<file path="config.mk">
export PLATFORM = sky130hd
export DESIGN_NAME = hum_ctrl
export DESIGN_NICKNAME = d
export VERILOG_FILES = /design/src/rtl/hum_pkg.sv /design/src/rtl/counter_en.sv /design/src/rtl/hum_ctrl.sv
export SDC_FILE = /design/constraint.sdc
export NUM_CORES = 1
export LEC_CHECK = 0
export CORE_ASPECT_RATIO = 2
export CORE_MARGIN = 2
export CORE_UTILIZATION = 25
export DETAILED_ROUTE_END_ITERATION = 7
export PLACE_DENSITY = 0.46
export SLEW_MARGIN = 20
export SYNTH_ARGS = -nofsm -noshare
export SYNTH_HDL_FRONTEND = slang
export SYNTH_HIERARCHICAL = 1
export SYNTH_SLANG_ARGS = --single-unit
</file>
<file path="constraint.sdc">
create_clock -name pclk -period 4 [get_ports pclk]
set_input_delay 0.8 -clock pclk [delete_from_list [all_inputs] [get_ports pclk]]
set_output_delay 0.8 -clock pclk [all_outputs]
set_load 0.05 [all_outputs]
</file>
<file path="src/rtl/hum_pkg.sv">
// Shared types and constants for the humidity controller: FSM state encoding,
// default on/dead times, blinker timing, and hysteresis threshold helpers.
package hum_pkg;

  localparam int unsigned HUM_W  = 8;
  localparam int unsigned HYST_W = 4;

  // Defaults assume a 100 MHz pclk.
  localparam int unsigned DEF_MIN_ON_COUNT = 100_000_000;
  localparam int unsigned DEF_DEAD_COUNT   = 50_000_000;

  // Actuator blinkers: 0.25 s on / 0.25 s off at 100 MHz.
  localparam int unsigned BLINK_ON_COUNT  = 25_000_000;
  localparam int unsigned BLINK_OFF_COUNT = 25_000_000;

  typedef enum logic [1:0] {
    IDLE       = 2'd0,
    HUMIDIFY   = 2'd1,
    DEHUMIDIFY = 2'd2,
    COOLDOWN   = 2'd3
  } hum_state_t;

  function automatic int unsigned max_u(input int unsigned a, input int unsigned b);
    return (a > b) ? a : b;
  endfunction

  // Humidify exit level: low threshold plus hysteresis, saturated at full scale.
  function automatic logic [HUM_W-1:0] dry_exit_th(input logic [HUM_W-1:0]  low_th,
                                                   input logic [HYST_W-1:0] hyst);
    logic [HUM_W:0] sum;
    sum = (HUM_W+1)'(low_th) + (HUM_W+1)'(hyst);
    return sum[HUM_W] ? {HUM_W{1'b1}} : sum[HUM_W-1:0];
  endfunction

  // Dehumidify exit level: high threshold minus hysteresis, floored at zero.
  function automatic logic [HUM_W-1:0] wet_exit_th(input logic [HUM_W-1:0]  high_th,
                                                   input logic [HYST_W-1:0] hyst);
    return (high_th > HUM_W'(hyst)) ? (high_th - HUM_W'(hyst)) : '0;
  endfunction

endpackage

</file>
<file path="src/rtl/counter_en.sv">
// Free-running up-counter with synchronous clear and count enable;
// clear has priority, async active-high reset.
module counter_en #(
  parameter int unsigned COUNTER_WIDTH = 8
) (
  input  logic                     clk_i,
  input  logic                     rst_i,
  input  logic                     clear_i,
  input  logic                     en_i,
  output logic [COUNTER_WIDTH-1:0] count_o
);

  logic [COUNTER_WIDTH-1:0] count_q;
  logic [COUNTER_WIDTH-1:0] count_d;

  always_comb begin
    count_d = count_q;
    if (clear_i) begin
      count_d = '0;
    end else if (en_i) begin
      count_d = count_q + COUNTER_WIDTH'(1);
    end
  end

  always_ff @(posedge clk_i or posedge rst_i) begin
    if (rst_i) begin
      count_q <= '0;
    end else begin
      count_q <= count_d;
    end
  end

  assign count_o = count_q;

endmodule

</file>
<file path="src/rtl/hum_ctrl.sv">
// Humidity controller: hysteretic humidify/dehumidify FSM with a minimum
// actuator on-time and a forced all-off cooldown between any two on periods.
module hum_ctrl
  import hum_pkg::*;
#(
  parameter int unsigned MIN_ON_COUNT = DEF_MIN_ON_COUNT,
  parameter int unsigned DEAD_COUNT   = DEF_DEAD_COUNT
) (
  input  logic              pclk,
  input  logic              preset,
  input  logic              ctrl_en,
  input  logic              hum_valid,
  input  logic [HUM_W-1:0]  hum_data,
  input  logic [HUM_W-1:0]  hum_low_th,
  input  logic [HUM_W-1:0]  hum_high_th,
  input  logic [HYST_W-1:0] hyst,
  output logic              humidifier_en,
  output logic              dehumidifier_en,
  output logic              cfg_err
);

  localparam int unsigned CNT_W = $clog2(max_u(MIN_ON_COUNT, DEAD_COUNT)) + 1;
  localparam logic [CNT_W-1:0] ON_LAST   = CNT_W'(MIN_ON_COUNT - 1);
  localparam logic [CNT_W-1:0] DEAD_LAST = CNT_W'(DEAD_COUNT - 1);

  hum_state_t        state_q;
  hum_state_t        state_d;
  logic [HUM_W-1:0]  hum_q;
  logic [HUM_W-1:0]  hum_d;
  logic              seen_q;
  logic              seen_d;
  logic [CNT_W-1:0]  cnt;
  logic              cnt_clear;
  logic              cnt_en;
  logic              run_ok;
  logic              on_done;
  logic [HUM_W-1:0]  dry_th;
  logic [HUM_W-1:0]  wet_th;

  assign cfg_err = (hum_low_th >= hum_high_th);
  assign run_ok  = ctrl_en && !cfg_err;
  assign on_done = (cnt == ON_LAST);
  assign dry_th  = dry_exit_th(hum_low_th, hyst);
  assign wet_th  = wet_exit_th(hum_high_th, hyst);

  // Latest humidity sample, accepted in every state.
  always_comb begin
    hum_d  = hum_q;
    seen_d = seen_q;
    if (hum_valid) begin
      hum_d  = hum_data;
      seen_d = 1'b1;
    end
  end

  always_ff @(posedge pclk or posedge preset) begin
    if (preset) begin
      hum_q  <= '0;
      seen_q <= 1'b0;
    end else begin
      hum_q  <= hum_d;
      seen_q <= seen_d;
    end
  end

  always_ff @(posedge pclk or posedge preset) begin
    if (preset) begin
      state_q <= IDLE;
    end else begin
      state_q <= state_d;
    end
  end

  // Next state; losing enable or config forces cooldown regardless of on-time.
  always_comb begin
    state_d = state_q;
    case (state_q)
      IDLE: begin
        if (run_ok && seen_q) begin
          if (hum_q < hum_low_th) begin
            state_d = HUMIDIFY;
          end else if (hum_q > hum_high_th) begin
            state_d = DEHUMIDIFY;
          end
        end
      end
      HUMIDIFY: begin
        if (!run_ok || (on_done && (hum_q >= dry_th))) begin
          state_d = COOLDOWN;
        end
      end
      DEHUMIDIFY: begin
        if (!run_ok || (on_done && (hum_q <= wet_th))) begin
          state_d = COOLDOWN;
        end
      end
      COOLDOWN: begin
        if (cnt == DEAD_LAST) begin
          state_d = IDLE;
        end
      end
      default: state_d = IDLE;
    endcase
  end

  // Moore outputs and counter control; the counter restarts on every state entry.
  always_comb begin
    humidifier_en   = 1'b0;
    dehumidifier_en = 1'b0;
    cnt_clear       = (state_d != state_q);
    cnt_en          = 1'b0;
    case (state_q)
      HUMIDIFY: begin
        humidifier_en = 1'b1;
        cnt_en        = !on_done;
      end
      DEHUMIDIFY: begin
        dehumidifier_en = 1'b1;
        cnt_en          = !on_done;
      end
      COOLDOWN: cnt_en = (cnt != DEAD_LAST);
      default: cnt_en = 1'b0;
    endcase
  end

  counter_en #(
    .COUNTER_WIDTH (CNT_W)
  ) u_cnt (
    .clk_i   (pclk),
    .rst_i   (preset),
    .clear_i (cnt_clear),
    .en_i    (cnt_en),
    .count_o (cnt)
  );

endmodule

</file>
==> impl_summary.log <==
INFO  metric antenna_violations_before_repair = 0
INFO  metric layout-area-overhead-vs-synth = 46.9%
INFO  metric first_iter_violations = 85
INFO  metric globalRouteOverflowTotal = 0
INFO  metric postLayoutCoreUtil = 37.5%
INFO  metric buffer_ports.inserted = 34
INFO  metric worst_skew = 5.12 ps
INFO  metric worst_ep_required_time = 4210 ps
INFO  metric worst_slew_margin_rel = 46.9%
INFO  metric placed_cell_area = 4580 µm²
INFO  metric die_height = 172 µm
INFO  metric clock_insertion_delay_at_the_later_pin_of_the_skew_report = 280 ps
INFO  metric core-area = 13900 µm²
INFO  metric min_delay_worst_endpoint = seen_q$_DFFE_PP0P_
INFO  metric clk_transition_reported_paths = 60 ps
INFO  metric antenna_left = 0
INFO  metric violations = negative setup slack
INFO  metric die_area = 15200 µm²
INFO  metric layout_cells_sized_above_1 = 30.8%
INFO  metric synth_ff_type = sky130_fd_sc_hd__dfrtp_1
INFO  metric synth_seq_cells = 39
INFO  metric reg2reg_to = u_cnt/count_o[26]$_DFFE_PP0P_
INFO  metric via_count_of_the_first_global_routing_pass = 3619
INFO  metric number_of_max_cap_violations = 0
INFO  metric detail_route.wirelength = 11100 µm
INFO  metric cts-root-buf = sky130_fd_sc_hd__clkbuf_16
INFO  metric netlist_area = 3550 µm²
INFO  metric gpl.final_weighted_congestion = 0.844
INFO  metric numClockSinks = 39
INFO  metric drc = 0
INFO  metric syn_inst = 405
INFO  metric cts_max_level = 2
INFO  metric synth_xor_xnor_area_share = 4.69%
INFO  metric holdBufCountCts = 0
INFO  metric final_common_cell = sky130_fd_sc_hd__buf_4
INFO  metric synth_enable_flop_cells = 0
INFO  metric report.final.slew_viol_count = 0
INFO  metric path_class = in -> reg
INFO  metric syn_nets = 491
INFO  metric final_cell_area = 5210 µm²
INFO  metric holdCritPathClass = reg -> reg
INFO  metric cts_made_buffers = 5
INFO  metric fillCellCount = 1425
INFO  metric finalSetupViolations = 21
INFO  metric whs_path_depth = 1
INFO  metric synth-compound-area-share = 16.6%
INFO  metric hp-start = seen_q$_DFFE_PP0P_
INFO  metric final_cell_mix = sky130_fd_sc_hd__buf_4, sky130_fd_sc_hd__ha_1, sky130_fd_sc_hd__dfrtp_1
INFO  metric max_freq = 0.212 GHz
INFO  metric worst-slew-pin-transition = 797 ps
INFO  metric worstPathArrival = 4940 ps
INFO  metric cp_max_fo = 6
INFO  metric wl_per_cell = 16.1 µm
INFO  metric postSynth.asyncResetShare = 100%
INFO  metric regArea = 976 µm²
INFO  metric cts_tree = yes
INFO  metric timing.final.ws_setup = -726 ps
INFO  metric power_leakage = 0.00229 µW
INFO  metric hold_violations = 0
INFO  metric synthDistinctLibCells = 51
INFO  metric n_antenna_cell = 0
INFO  metric post-place-ws = -1470 ps
INFO  metric placement_rows = 61
INFO  metric start_util = 25.5%
INFO  metric io-pin-count = 35
INFO  metric cts-root-to-sink-buffers = 2
INFO  metric timing.reg2reg.setup_slack = 300 ps
INFO  metric critical_path.endpoint_type = flip-flop
INFO  metric grt_use_total = 15.2%
INFO  metric worstRegToRegCells = 12
INFO  metric synth_top_family_by_area = simple AND/OR/NAND/NOR gates
INFO  metric vias = 3375
INFO  metric synthAdderAreaFrac = 19.5%
INFO  metric dp_hpwl = 8920 µm
INFO  metric synth-simple-area-share = 22.8%
INFO  metric die_width = 88.2 µm
INFO  metric unrepaired_setup_endpoints_after_global_routing = yes
INFO  metric multiInputGateArea = 2810 µm²
INFO  metric routed_via_density = 4.88
INFO  metric worst_r2r_startpoint = u_cnt/count_o[9]$_DFFE_PP0P_
INFO  metric dr.pass1.iters = 4
INFO  metric finalNetCount = 588
INFO  metric grt_pass1_wl = 17700 µm
INFO  metric shortest_clock_period_the_worst_path_allows_after_layout = 4730 ps
INFO  metric finalPower = 1920 µW
INFO  metric irDropWorstVdd = 0.286 mV
INFO  metric setup.worst_path.start_class = input port
INFO  metric result_of_the_run = complete, but fails checks
INFO  metric synth.mux.area_fraction = 4.02%
INFO  metric power_per_cell_area = 368 nW/µm²
INFO  metric seq_area_frac_synth = 27.5%
INFO  metric yosys_warnings = 6
INFO  metric grt_start_max_net_pins = 29
INFO  metric final_min_period_over_clock_period = 118%
INFO  metric syn_area_per_cell = 8.76 µm²
## final cells by class
class / count / share of cell area (%)
multi-input cells: 322 / 54.0
flip-flops and latches: 39 / 18.7
repair buffers: 101 / 17.0
well taps: 189 / 4.54
inverters: 33 / 2.47
clock buffers: 5 / 2.40
clock inverters: 3 / 0.841
## Yosys cell counts (6+ instances only)
| library cell | n | area [µm²] |
|---|---|---|
| sky130_fd_sc_hd__nand3_1 | 10 | 50.1 |
| sky130_fd_sc_hd__nand2_1 | 32 | 120 |
| sky130_fd_sc_hd__o21ai_0 | 16 | 80.1 |
| sky130_fd_sc_hd__inv_1 | 33 | 124 |
| sky130_fd_sc_hd__xor2_1 | 8 | 70.1 |
| sky130_fd_sc_hd__xnor2_1 | 11 | 96.3 |
| sky130_fd_sc_hd__dfrtp_1 | 39 | 976 |
| sky130_fd_sc_hd__nor3_1 | 7 | 35.0 |
| sky130_fd_sc_hd__clkbuf_1 | 9 | 33.8 |
| sky130_fd_sc_hd__mux2_2 | 10 | 113 |
| sky130_fd_sc_hd__a21oi_1 | 32 | 160 |
| sky130_fd_sc_hd__nor2_1 | 27 | 101 |
| sky130_fd_sc_hd__o31ai_1 | 14 | 105 |
| sky130_fd_sc_hd__nor2b_1 | 10 | 62.6 |
| sky130_fd_sc_hd__ha_1 | 52 | 651 |
| sky130_fd_sc_hd__or4_1 | 10 | 75.1 |
| sky130_fd_sc_hd__o211ai_1 | 6 | 45.0 |
| sky130_fd_sc_hd__nand4_1 | 12 | 75.1 |
## metal layers
metal,vias up,track usage [%],wire length (µm)
li1,1685,-,-
met2,48,30.9,6550
met3,23,2.05,310
met5,-,0,0
met4,0,7.97,566
met1,1619,13.6,3690
## what timing repair did
action | 4_1_cts | 5_1_grt
gates resized for setup | 66 | 41
endpoints found under the hold margin | 0 | 0
pin swaps | 34 | 44
endpoints found under the setup margin | 28 | 28
buffers inserted | 10 | 4
gates cloned | 1 | 0
## sequential cells by signal, summed over array words and instances, names as in the netlist
signal	cells
u_cnt/count_o	28
hum_q	8
state_q	2
seen_q	1
## report_power, final
| part | switching, µW | leakage (µW) | internal [µW] |
|---|---|---|---|
| Clock | 165 | 0.0000838 | 294 |
| Sequential | 49.3 | 0.000518 | 420 |
| Combinational | 563 | 0.00169 | 424 |
## worst max-delay path by stage
stage	cells past startpoint	start	endpoint	slack [ps]
after floorplan	19	hum_low_th[0]	u_cnt/count_o[24]$_DFFE_PP0P_	-630
after global placement	23	hum_high_th[0]	u_cnt/count_o[22]$_DFFE_PP0P_	-1310
after detailed placement	23	hum_high_th[0]	u_cnt/count_o[22]$_DFFE_PP0P_	-1470
after CTS	23	hyst[1]	u_cnt/count_o[23]$_DFFE_PP0P_	-770
after global routing	20	hyst[0]	u_cnt/count_o[26]$_DFFE_PP0P_	-920
final	20	hyst[0]	u_cnt/count_o[26]$_DFFE_PP0P_	-730
## critical path, stage by stage
cell,delay [ps]
sky130_fd_sc_hd__buf_8,100
sky130_fd_sc_hd__ha_4,150
sky130_fd_sc_hd__fa_2,350
sky130_fd_sc_hd__a21o_1,210
sky130_fd_sc_hd__a21oi_4,210
sky130_fd_sc_hd__nor3_4,70
sky130_fd_sc_hd__or2_4,260
sky130_fd_sc_hd__ha_4,250
sky130_fd_sc_hd__nand2b_4,120
sky130_fd_sc_hd__a2111oi_4,60
sky130_fd_sc_hd__a211o_1,300
sky130_fd_sc_hd__a31oi_4,160
sky130_fd_sc_hd__o21ai_2,90
sky130_fd_sc_hd__a221o_1,300
sky130_fd_sc_hd__o211ai_1,120
sky130_fd_sc_hd__buf_4,170
sky130_fd_sc_hd__o211ai_4,90
sky130_fd_sc_hd__or3_4,440
sky130_fd_sc_hd__or4_4,540
sky130_fd_sc_hd__a21oi_2,140
## logic make-up (layout without fill, tap and decap cells)
group / after synthesis / after routing
flops: 39 / 39
compound gates: 93 / 93
fa+ha+maj: 54 / 54
mux: 13 / 13
simple gates: 143 / 143
xor+xnor: 19 / 19
buf+inv: 44 / 142
## stage by stage
step / setup TNS, ps / hold WS, ps / cells
CTS: -12820 / 583 / 689
global placement: -26610 / 569 / 670
detailed placement: -29840 / 575 / 670
global route: -15020 / 605 / 692
finish: -10830 / 567 / 692
floorplan: -8560 / 460 / 405
Power figures use the tool's default switching activity.
